## config.mk

```make
export PLATFORM = sky130hd
export DESIGN_NAME = alu32_result_stage
export DESIGN_NICKNAME = d
export VERILOG_FILES = /design/src/rtl/alu32_result_stage.sv
export SDC_FILE = /design/constraint.sdc
export NUM_CORES = 1
export LEC_CHECK = 0
export CORE_MARGIN = 5
export CORE_UTILIZATION = 40
export CTS_CLUSTER_SIZE = 24
export DETAILED_ROUTE_END_ITERATION = 7
export PLACE_DENSITY = 0.74
export SLEW_MARGIN = 10
export SYNTH_ARGS = -nofsm -noshare
export SYNTH_HDL_FRONTEND = slang
export SYNTH_SLANG_ARGS = --single-unit
```

## constraint.sdc

```tcl
create_clock -name clk -period 3.16 [get_ports clk]
set_clock_uncertainty 0.2 [all_clocks]
set_input_delay 0.632 -clock clk [delete_from_list [all_inputs] [get_ports clk]]
set_output_delay 0.632 -clock clk [all_outputs]
set_load 0.05 [all_outputs]
```

## src/rtl/alu32_result_stage.sv

```systemverilog
// ALU result output stage: opcode select, flag derivation, 2-entry skid buffer.
// Optional emit statistics counters enabled by defining ALU32_RESULT_STATS_EN.
module alu32_result_stage #(
    parameter int WIDTH = 32,
    parameter int OPW   = 3
) (
    input  logic             clk,
    input  logic             rst_n,
    input  logic             in_valid,
    output logic             in_ready,
    input  logic [OPW-1:0]   op,
    input  logic [WIDTH-1:0] and_res,
    input  logic [WIDTH-1:0] or_res,
    input  logic [WIDTH-1:0] xor_res,
    input  logic [WIDTH-1:0] sum_res,
    input  logic             sum_cout,
    output logic             out_valid,
    input  logic             out_ready,
    output logic [WIDTH-1:0] out_res,
    output logic             out_z,
    output logic             out_n,
    output logic             out_c,
    output logic             out_err
`ifdef ALU32_RESULT_STATS_EN
    ,
    output logic [15:0]      stat_count,
    output logic [15:0]      stat_err
`endif
);

    localparam int EW = WIDTH + 4;

    localparam logic [OPW-1:0] OP_AND = OPW'(0);
    localparam logic [OPW-1:0] OP_OR  = OPW'(1);
    localparam logic [OPW-1:0] OP_XOR = OPW'(2);
    localparam logic [OPW-1:0] OP_ADD = OPW'(3);
    localparam logic [OPW-1:0] OP_SUB = OPW'(4);

    // Packed entry layout: {res, z, n, c, err}
    function automatic logic [EW-1:0] build_entry(
        input logic [OPW-1:0]   f_op,
        input logic [WIDTH-1:0] f_and,
        input logic [WIDTH-1:0] f_or,
        input logic [WIDTH-1:0] f_xor,
        input logic [WIDTH-1:0] f_sum,
        input logic             f_cout
    );
        logic [WIDTH-1:0] r;
        logic             c;
        logic             e;
        r = '0;
        c = 1'b0;
        e = 1'b0;
        case (f_op)
            OP_AND:         r = f_and;
            OP_OR:          r = f_or;
            OP_XOR:         r = f_xor;
            OP_ADD, OP_SUB: begin
                r = f_sum;
                c = f_cout;
            end
            default:        e = 1'b1;
        endcase
        return {r, (r == '0), r[WIDTH-1], c, e};
    endfunction

    // Stage 0: combinational selection of the incoming result set
    logic [EW-1:0] ent_p0;
    logic          accept;
    logic          emit;

    logic [EW-1:0] ent_p1;
    logic          vld_p1;
    logic [EW-1:0] skid_p1;
    logic          skid_vld_p1;

    assign ent_p0 = build_entry(op, and_res, or_res, xor_res, sum_res, sum_cout);
    assign accept = in_valid && in_ready;
    assign emit   = vld_p1 && out_ready;

    // Stage 1: main output register plus skid entry; skid is only filled while main stalls
    always_ff @(posedge clk or negedge rst_n) begin
        if (!rst_n) begin
            vld_p1      <= 1'b0;
            skid_vld_p1 <= 1'b0;
            ent_p1      <= '0;
            skid_p1     <= '0;
        end else if (emit) begin
            if (skid_vld_p1) begin
                ent_p1      <= skid_p1;
                skid_vld_p1 <= 1'b0;
            end else if (accept) begin
                ent_p1 <= ent_p0;
            end else begin
                vld_p1 <= 1'b0;
            end
        end else if (accept) begin
            if (!vld_p1) begin
                ent_p1 <= ent_p0;
                vld_p1 <= 1'b1;
            end else begin
                skid_p1     <= ent_p0;
                skid_vld_p1 <= 1'b1;
            end
        end
    end

    // in_ready comes straight from the skid flop, so it never sees out_ready combinationally
    assign in_ready  = !skid_vld_p1;
    assign out_valid = vld_p1;
    assign {out_res, out_z, out_n, out_c, out_err} = ent_p1;

`ifdef ALU32_RESULT_STATS_EN
    always_ff @(posedge clk or negedge rst_n) begin
        if (!rst_n) begin
            stat_count <= 16'd0;
            stat_err   <= 16'd0;
        end else if (emit) begin
            if (stat_count != 16'hFFFF) stat_count <= stat_count + 16'd1;
            if (ent_p1[0] && (stat_err != 16'hFFFF)) stat_err <= stat_err + 16'd1;
        end
    end
`endif

endmodule

```

==> results.md, run 1 <==
- Clock Latency Late Sink: 0.35 ns
- Global-route wire length before repair: 22.3 mm
- Max-cap viol count: 0
- Static Leakage: 2.79 nW
- CP Launch Type: input pin
- Hpwl dp: 11.4 mm
- Setup Buffers After CTS: 0
- Final instance area: 0.00647 mm^2
- Sink Count: 72
- Final hold violations: 0
- Share of cells above drive strength 1: 8.16%
- Top cells by area, synth: dfrtp_1 41%, o21ai_0 7.2%, a211oi_1 5.1%, nand2_1 4.6%, nor2_1 4.1%
- Initial antenna violation count: 0
- Syn Inst Count: 498
- # DRC: 0
- Worst-Margin Slew: 0.880 ns
- Area leader, netlist: dfrtp_1
- Switching Share: 44.4%
- Antenna diodes: 0
- Wire per inst: ~18 um
- Hold slack final: between 0.2 and 0.3 ns
- Mapped Area: 0.00444 mm^2
- Die H: 115 um
- CTS tree: yes
- CP Class: in -> reg
- P&R area growth vs syn: 45.6%
- Pint: roughly 2.5 mW
- EDFF count, synth: 0
- RSZ-0062 raised after global routing: no
- Vias per cell: between 5 and 6
- Clock root buffer: clkbuf_8
- Overflow after GRT: 0
- Final nets: 794
- Placed Area: 0.00630 mm^2
- Rows: 38
- Fraction of registers with async set/reset: 100%
- Max_slew headroom: 41.3%
- Vias in the first global route: 4,399
- Yosys cell types: 47
- Final Util: 59.4%
- Min-delay worst type: in -> async
- Synth Net Count: ~630
- Largest net degree at the start of global routing: 73
- Clock-pin slew on the worst setup and hold paths: roughly 0.070 ns
- Number of iterations in the first detailed-routing pass: 5
- Total core area: approximately 0.011 mm^2
- Total Wirelength: around 14 mm
- Placer Congestion: ~0.94
- H-tree levels: 3
- Period utilisation layout: a little over 90%
- Crit path required time: roughly 3.2 ns
- Top-area cell type share of the netlist area: 40.5%
- Starting Density: 40.8%
- Placed cells: 787
- Die Area: between 0.01 and 0.015 mm^2
- Endpoints failing setup: 0
- Cts hold-fix bufs: 0
- Pwr/cell area: 701 mW/mm^2
- Top-Level Pins: 174
- Seq/Total Area, Yosys: about two fifths
- Final ANT Viol Nets: 0
- Die extent in x: 115 um
- FF+latch count, synth: between 70 and 80
- Post-CTS sizing: 0
- Main synth FF type: dfrtp_1
- Fmax: between 0.3 and 0.4 GHz
- Status: finished, final reports clean
- Mapped Avg Cell Area: 8.92 um^2
- Buffers added on ports: between 150 and 200
- Synth Warn #: 0
- Non-Filler Instances: 802
- VDD IR max: 0.475 mV
- Arr. time, crit path: 2.92 ns
- FF-to-FF setup slack: 1.17 ns
- Clock tree buffer depth: 2
- Reg power frac: 34.4%
- Switch Pwr: 2.02 mW
- Final slew viol count: 0
- First DRT Iteration DRCs: 314
- Comb power frac: 51.5%
- Crit end category: flip-flop
- GRT Total Usage: about a fifth
- Crit-path max FO: 67
- Min Clock Period, post-route: between 2 and 3 ns
- Pwr Total: 4.54 mW
- CTS buffer count: 9
- Reg2Reg Depth: 5
- Via count: 4,409
- Clock Power Share: between 10% and 20%
-- layout make-up --
class / count / area (um^2)
Inverter: 5 / 18.8
Sequential cell: 72 / 1800
Timing Repair Buffer: 193 / 1900
Fill cell: 964 / 4420
Clock buffer: 15 / 166
Tap cell: 140 / 175
Multi-Input combinational cell: 377 / 2410
-- metal layers --
metal	up-vias	GRT usage, %	routed length (um)
li1	2147	-	-
met1	2047	28.4	6010
met2	192	33.9	6710
met3	23	5.26	1230
met4	0	7.59	308
met5	-	0	0
-- power groups by stage --
stage | combinational [mW] | clock [mW] | sequential, mW
floorplan | 0.875 | 0 | 2.17
global placement | 2.31 | 0 | 1.56
detailed placement | 2.35 | 0 | 1.58
CTS | 2.35 | 0.652 | 1.56
global route | 2.52 | 0.683 | 1.62
finish | 2.34 | 0.643 | 1.56
-- metrics by stage --
| stage | TNS [ns] | worst slack, ns |
|---|---|---|
| 2_1_floorplan | 0 | 0.684 |
| 5_1_grt | 0 | 0.0956 |
| 6_report | 0 | 0.293 |
| 4_1_cts | 0 | 0.274 |
| 3_3_place_gp | -0.0369 | -0.0369 |
| 3_5_place_dp | -0.0872 | -0.0872 |
-- cells in the final DEF (no fill, tap or decap), types with 2 or more instances in the layout --
cell type        Yosys  final
buf_2                8      2
nor2_1              49     49
nand3_1              2      2
buf_4                1     18
nor4b_1              2      2
nand3b_1             2      2
a2bb2oi_1            8      8
mux4_2               6      6
a22oi_1             15     15
a21oi_1             31     31
mux2_1               5      5
buf_12               0      2
dfrtp_1             72     72
nand4_1              2      2
clkbuf_1            25      4
mux2i_1             10     10
o22ai_1              5      5
a21o_1              21     21
mux2_2               9      9
inv_1                5      5
clkdlybuf4s50_1      0    171
a211o_1              2      2
a211oi_1            30     30
clkbuf_8             0     11
nor2b_1             22     22
and3b_1              3      3
mux4_1               2      2
o22a_1               3      3
nand2_1             55     55
nor4_1               7      7
nor3_1               2      2
o21ai_0             64     64
a221oi_1             3      3
o21ai_1              3      2
-- flip-flops by register name (all words and copies together) (netlist names) --
name / cells
ent_p1: 35
skid_p1: 35
out_valid: 1
skid_vld_p1: 1
-- path summary, 6_finish.rpt --
kind                                  startpoint                     end
setup reg to reg           out_valid$_DFFE_PN0P_  skid_p1[6]$_DFFE_PN0P_
hold reg to reg            ent_p1[8]$_DFFE_PN0P_   ent_p1[8]$_DFFE_PN0P_
min in group clk           ent_p1[8]$_DFFE_PN0P_   ent_p1[8]$_DFFE_PN0P_
setup / recovery                           op[0]  skid_p1[3]$_DFFE_PN0P_
max in group asynchronous                  rst_n  ent_p1[26]$_DFFE_PN0P_
hold / removal                             rst_n  ent_p1[29]$_DFFE_PN0P_
-- synth_stat cells, types with 6 or more instances --
library cell and instances:
dfrtp_1 72, o21ai_0 64, nand2_1 55, nor2_1 49, a21oi_1 31, a211oi_1 30, clkbuf_1 25, nor2b_1 22
a21o_1 21, a22oi_1 15, mux2i_1 10, mux2_2 9, a2bb2oi_1 8, buf_2 8, nor4_1 7, buf_6 6
mux4_2 6
-- worst max-delay path, stage by stage --
cell and delay [ns]:
buf_2 0.26, buf_12 0.32, mux2_1 0.37, a22oi_1 0.28
a31oi_1 0.13, nor4_1 0.39, buf_4 0.19, nand2_1 0.06
o41ai_2 0.26
-- kinds of logic after synthesis --
family                 Yosys count  share of synthesized area [%]
AND/OR/NAND/NOR                155                           16.6
AO/OA/AOI/OAI                  189                           27.1
flip-flops                      72                           40.5
multiplexers                    33                           10.4
buffers and inverters           49                           5.46
No activity file was read; power rests on OpenSTA's default activity.
==> run 2, diff against run 1 <==
--- a/config.mk
+++ b/config.mk
@@ -7,6 +7,7 @@
 export LEC_CHECK = 0
 export CORE_MARGIN = 5
 export CORE_UTILIZATION = 40
+export CTS_BUF_LIST = sky130_fd_sc_hd__clkbuf_4 sky130_fd_sc_hd__clkbuf_8 sky130_fd_sc_hd__clkbuf_16
 export CTS_CLUSTER_SIZE = 24
 export DETAILED_ROUTE_END_ITERATION = 7
 export PLACE_DENSITY = 0.74
==> results.md, run 2 (synthesis results as in run 1) <==
- Status: finished, final reports clean
- Fin worst setup slack: 0.251 ns (-0.0418 ns)
- Hold slack final: 0.277 ns (-0.000652 ns)
- Min Clock Period, post-route: 2.91 ns (+0.0418 ns)
- Arr. time, crit path: 2.95 ns (+0.03 ns)
- Buffers added on ports: 173 (unchanged)
- Vias in the first global route: 4,405 (+0.14%)
- Static Leakage: 2.80 nW (+0.49%)
- Die extent in x: 115 um (unchanged)
- Share of cells above drive strength 1: 8.76% (+0.60 points)
- Max_slew headroom: 41.3% (about the same)
- Vias per cell: 5.50 (about the same)
- Final nets: 794 (unchanged)
- First DRT Iteration DRCs: 281 (-11%)
- Pint: 2.56 mW (+1.4%)
- Sink Count: 72 (unchanged)
- # DRC: 0 (unchanged)
- Most common library cell in the layout ignoring fill and taps: clkdlybuf4s50_1
- Pwr Total: 4.57 mW (+0.62%)
- Crit end category: flip-flop
- Largest net degree at the start of global routing: 73 (unchanged)
- Placer Congestion: 0.939 (unchanged)
- Starting Density: 40.8% (unchanged)
- Final ANT Viol Nets: 0 (unchanged)
- Top flop regs: ent_p1 (35), skid_p1 (35)
- Post-CTS sizing: 0 (unchanged)
- Setup Buffers After CTS: 0 (unchanged)
- Hpwl dp: 11.4 mm (unchanged)
- Final hold violations: 0 (unchanged)
- VDD IR max: 0.474 mV (-0.20%)
- Clock tree buffer depth: 2 (unchanged)
- Pwr/cell area: 704 mW/mm^2 (+0.38%)
- Total core area: 0.0109 mm^2 (unchanged)
- Max-cap viol count: 0 (unchanged)
- Total Wirelength: 14.2 mm (about the same)
- CTS tree: yes
- Switch Pwr: 2.01 mW (-0.32%)
- Crit path buf inv count: 3 (unchanged)
- Fmax: 0.344 GHz (-1.4%)
- Clock root buffer: clkbuf_8
- Endpoints failing setup: 0 (unchanged)
- Switching Share: 44.0% (-0.41 points)
- Clock-pin slew on the worst setup and hold paths: 0.07 ns (about the same)
- Clock Power Share: 14.7% (+0.5 points)
- Top delay family on crit path: buffers and inverters
- Wire per inst: 17.8 um (about the same)
- CP Launch Type: input pin
- Clock Latency Late Sink: 0.34 ns (about the same)
- Most frequent cells in the layout: 171 x clkdlybuf4s50_1, 72 x dfrtp_1, 64 x o21ai_0
- GRT Total Usage: 21.4% (+0.058 points)
- Top-Level Pins: 174 (unchanged)
- Antenna diodes: 0 (unchanged)
- Crit path required time: 3.20 ns (about the same)
- Global-route wire length before repair: 22.4 mm (+0.25%)
- Die Area: 0.0133 mm^2 (unchanged)
- CP Class: in -> reg
- H-tree levels: 3 (unchanged)
- Worst path max stage delay: 0.41 ns (+0.02 ns)
- Initial antenna violation count: 0 (unchanged)
- Via count: 4,407 (-0.045%)
- Crit-path max FO: 67 (unchanged)
- Final slew viol count: 0 (unchanged)
- Overflow after GRT: 0 (unchanged)
- P&R area growth vs syn: 45.9%
- Worst-Margin Slew: 0.880 ns (-0.0000345 ns)
- Cts hold-fix bufs: 0 (unchanged)
- CP max stage cell: nor4_1
- Comb power frac: 51.1% (-0.4 points)
- RSZ-0062 raised after global routing: no
- Rows: 38 (unchanged)
- Die H: 115 um (unchanged)
- Period utilisation layout: 92.1% (+1.3 points)
- Number of iterations in the first detailed-routing pass: 5 (unchanged)
- Fill count: 965 (+0.10%)
- Critical-path cell list: buf_2 -> buf_12 -> mux2_1 -> a22oi_1 -> a31oi_1 -> nor4_1 -> buf_4 -> nand2_1 -> o41ai_2
- Min-delay worst type: reg -> reg
- CTS buffer count: 9 (unchanged)
- Final Util: 59.6% (+0.14 points)
- Reg power frac: 34.1% (-0.3 points)
- Pre-CTS setup slack: -0.0872 ns (unchanged)
[run 2: cell counts in the layout (fill, tap and decap cells not counted)]
Identical to the previous run, type by type.
[run 2: power groups by stage]
| stage | Sequential [mW] | Combinational (mW) | Clock, mW |
|---|---|---|---|
| detailed placement | 1.58 | 2.35 | 0 |
| CTS | 1.56 | 2.35 | 0.687 |
| global route | 1.62 | 2.52 | 0.722 |
| global placement | 1.56 | 2.31 | 0 |
| floorplan | 2.17 | 0.875 | 0 |
| finish | 1.56 | 2.34 | 0.673 |
[run 2: routing by layer]
metal / vias up / track usage [%] / routed length (um)
met2: 179 / 34.0 / 6670
met1: 2062 / 28.4 / 6110
met5: - / 0 / 0
li1: 2144 / - / -
met3: 22 / 5.89 / 1150
met4: 0 / 6.89 / 307
[run 2: area by class of cell]
type | instances | area (um^2) | area share (%)
sequential | 72 | 1800 | 27.8
multi-input combinational | 377 | 2410 | 37.2
inverter | 5 | 18.8 | 0.289
tap | 140 | 175 | 2.70
clock buffer | 15 | 181 | 2.80
timing repair buffer | 193 | 1900 | 29.2
[run 2: final timing paths]
check	start	endpoint	slack, ns	cells after the start
min reg2reg	ent_p1[8]$_DFFE_PN0P_	ent_p1[8]$_DFFE_PN0P_	0.28	1
min in group asynchronous	rst_n	ent_p1[29]$_DFFE_PN0P_	0.29	2
min	ent_p1[8]$_DFFE_PN0P_	ent_p1[8]$_DFFE_PN0P_	0.28	1
max	op[0]	skid_p1[3]$_DFFE_PN0P_	0.25	9
max reg2reg	out_valid$_DFFE_PN0P_	skid_p1[6]$_DFFE_PN0P_	1.18	5
max in group asynchronous	rst_n	ent_p1[12]$_DFFE_PN0P_	1.89	2
[run 2: per-stage QoR]
stage | instances | cell area (um^2) | setup TNS [ns]
3_3_place_gp | 787 | 6300 | -0.0369
3_5_place_dp | 787 | 6300 | -0.0872
2_1_floorplan | 498 | 4440 | 0
6_report | 802 | 6490 | 0
5_1_grt | 802 | 6490 | 0
4_1_cts | 802 | 6490 | 0
[run 2: worst register-to-register path: stages (launching register included)]
cell and delay, ns:
dfrtp_1 0.51, nand2_1 0.14, or3_2 0.42, buf_4 0.31, nand2_1 0.16, o21ai_0 0.09
==> run 3, diff against run 2 <==
--- a/config.mk
+++ b/config.mk
@@ -6,11 +6,11 @@
 export NUM_CORES = 1
 export LEC_CHECK = 0
 export CORE_MARGIN = 5
-export CORE_UTILIZATION = 40
+export CORE_UTILIZATION = 35
 export CTS_BUF_LIST = sky130_fd_sc_hd__clkbuf_4 sky130_fd_sc_hd__clkbuf_8 sky130_fd_sc_hd__clkbuf_16
 export CTS_CLUSTER_SIZE = 24
 export DETAILED_ROUTE_END_ITERATION = 7
-export PLACE_DENSITY = 0.74
+export PLACE_DENSITY = 0.67
 export SLEW_MARGIN = 10
 export SYNTH_ARGS = -nofsm -noshare
 export SYNTH_HDL_FRONTEND = slang
==> constraint.sdc (replaced) <==
create_clock -name clk -period 3.3 [get_ports clk]
set_clock_uncertainty 0.2 [all_clocks]
set_input_delay 0.66 -clock clk [delete_from_list [all_inputs] [get_ports clk]]
set_output_delay 0.66 -clock clk [all_outputs]
set_load 0.05 [all_outputs]
==> results.md, run 3 (synthesis results as in run 1) <==
- Placer Congestion: 0.909 (-3.2%)
- Clock tree buffer depth: 2 (unchanged)
- Final slew viol count: 0 (unchanged)
- Die H: 123 um (+6.3%)
- Status: finished, final reports clean
- Min-delay worst type: reg -> reg
- Die extent in x: 123 um (+6.3%)
- Placed cells: 817 (+3.8%)
- Worst path max stage delay: 0.71 ns (+0.30 ns)
- Clock root buffer: clkbuf_16
- Starting Density: 35.5% (-5.3 points)
- Arr. time, crit path: 2.97 ns (+0.02 ns)
- Hpwl dp: 11.7 mm (+3.3%)
- Overflow after GRT: 0 (unchanged)
- Final nets: 792 (-0.25%)
- Setup tns final: 0 ns (unchanged)
- Most frequent cells in the layout: 171 x clkdlybuf4s50_1, 72 x dfrtp_1, 64 x o21ai_0
- CTS tree: yes
- Static Leakage: 2.85 nW (+1.8%)
- RSZ-0062 raised after global routing: no
- Min Clock Period, post-route: between 2 and 3 ns
- Total core area: 0.0125 mm^2 (+15%)
- CP Class: in -> reg
- H-tree levels: 3 (unchanged)
- Post-CTS sizing: 0 (unchanged)
- First DRT Iteration DRCs: 305 (+8.5%)
- Total Wirelength: 14.6 mm (+2.3%)
- Initial antenna violation count: 0 (unchanged)
- Pwr/cell area: 711 mW/mm^2 (+0.90%)
- Buffers added on ports: 173 (unchanged)
- Crit path required time: 3.32 ns (+0.12 ns)
- CP max stage cell: clkdlybuf4s50_1
- Largest net degree at the start of global routing: 69 (-5.5%)
- Period utilisation layout: approximately nine tenths
- Crit end category: flip-flop
- Endpoints failing setup: 0 (unchanged)
- Pre-CTS setup slack: 0.0300 ns (+0.117 ns)
- Antenna diodes: 0 (unchanged)
- Critical-path cell list: clkdlybuf4s50_1 -> mux4_2 -> nor4_2 -> nor2_1 -> and4bb_1 -> nand4b_1 -> o41ai_2
- CP Launch Type: input pin
- Top flop regs: ent_p1 (35), skid_p1 (35)
- CTS buffer count: 9 (unchanged)
- Rows: 41 (+7.9%)
- Top-Level Pins: 174 (unchanged)
- Vias per cell: 5.32 (-3.2%)
- Cts hold-fix bufs: 0 (unchanged)
- Number of iterations in the first detailed-routing pass: 5 (unchanged)
- Setup Buffers After CTS: 0 (unchanged)
- Fmax: 0.339 GHz
- # DRC: 0 (unchanged)
- Via count: 4,431 (+0.54%)
- Final hold violations: 0 (unchanged)
- Max_slew headroom: 35.0% (-6.3 points)
- Global-route wire length before repair: 23.0 mm (+2.8%)
- Worst-Margin Slew: 0.975 ns (+0.0951 ns)
- Wire per inst: 17.5 um (-1.5%)
- Share of cells above drive strength 1: 8.62% (-0.14 points)
- Clock Latency Late Sink: 0.32 ns (-0.02 ns)
- Non-Filler Instances: 833 (+3.9%)
- Final ANT Viol Nets: 0 (unchanged)
- Sink Count: 72 (unchanged)
- Most common library cell in the layout ignoring fill and taps: clkdlybuf4s50_1
- GRT Total Usage: 19.5% (-1.9 points)
- Die Area: 0.0151 mm^2 (+13%)
- P&R area growth vs syn: 49.4%
- Clock-pin slew on the worst setup and hold paths: 0.05 ns (-0.02 ns)
- Final Util: 53.0% (-6.5 points)
- Vias in the first global route: 4,511 (+2.4%)
- Fin worst setup slack: 0.352 ns (+0.101 ns)
- VDD IR max: 0.289 mV (-39%)
- Max-cap viol count: 0 (unchanged)
- Crit-path max FO: 9 (-87%)
## run 3: area by class of cell
type	instances	area (um^2)
clock inverter	3	40.0
timing repair buffer	191	1880
sequential	72	1800
inverter	5	18.8
fill	1208	5880
clock buffer	13	268
tap	172	215
multi-input combinational	377	2410
## run 3: worst paths after layout
| kind | slack, ns | from | cells after the start | to |
|---|---|---|---|---|
| setup / recovery | 0.35 | op[1] | 7 | skid_p1[3]$_DFFE_PN0P_ |
| hold / removal | 0.28 | ent_p1[12]$_DFFE_PN0P_ | 1 | ent_p1[12]$_DFFE_PN0P_ |
| setup reg to reg | 1.21 | skid_vld_p1$_DFFE_PN0P_ | 5 | ent_p1[26]$_DFFE_PN0P_ |
| hold reg to reg | 0.28 | ent_p1[12]$_DFFE_PN0P_ | 1 | ent_p1[12]$_DFFE_PN0P_ |
| max in group asynchronous | 1.81 | rst_n | 2 | ent_p1[22]$_DFFE_PN0P_ |
| min in group asynchronous | 0.29 | rst_n | 1 | skid_p1[29]$_DFFE_PN0P_ |
## run 3: per-stage QoR
step | instance area, um^2 | total power [mW] | hold slack, ns
after floorplan | 4440 | 2.92 | 0.164
after global placement | 6330 | 3.72 | 0.261
after detailed placement | 6330 | 3.78 | 0.267
after CTS | 6640 | 4.76 | 0.282
after global routing | 6640 | 5.01 | 0.296
final | 6640 | 4.72 | 0.275
## run 3: metal layers
layer,vias to the layer above,track usage (%),routed length (um)
met5,-,0,0
met4,0,7.84,393
met3,29,5.02,1180
met2,209,29.7,6550
met1,2054,26.5,6450
li1,2139,-,-
## run 3: worst max-delay path: cells and delay by family
family          cells  cell delay [ns]
compound gates      1             0.33
buf+inv             1             0.71
mux                 1             0.57
simple gates        4             0.70
## run 3: where the power goes
group	internal (mW)	switching [mW]	leakage, nW	total (mW)
Combinational	0.853	1.40	1.77	2.25
Clock	0.640	0.340	0.156	0.980
Sequential	1.26	0.225	0.927	1.49
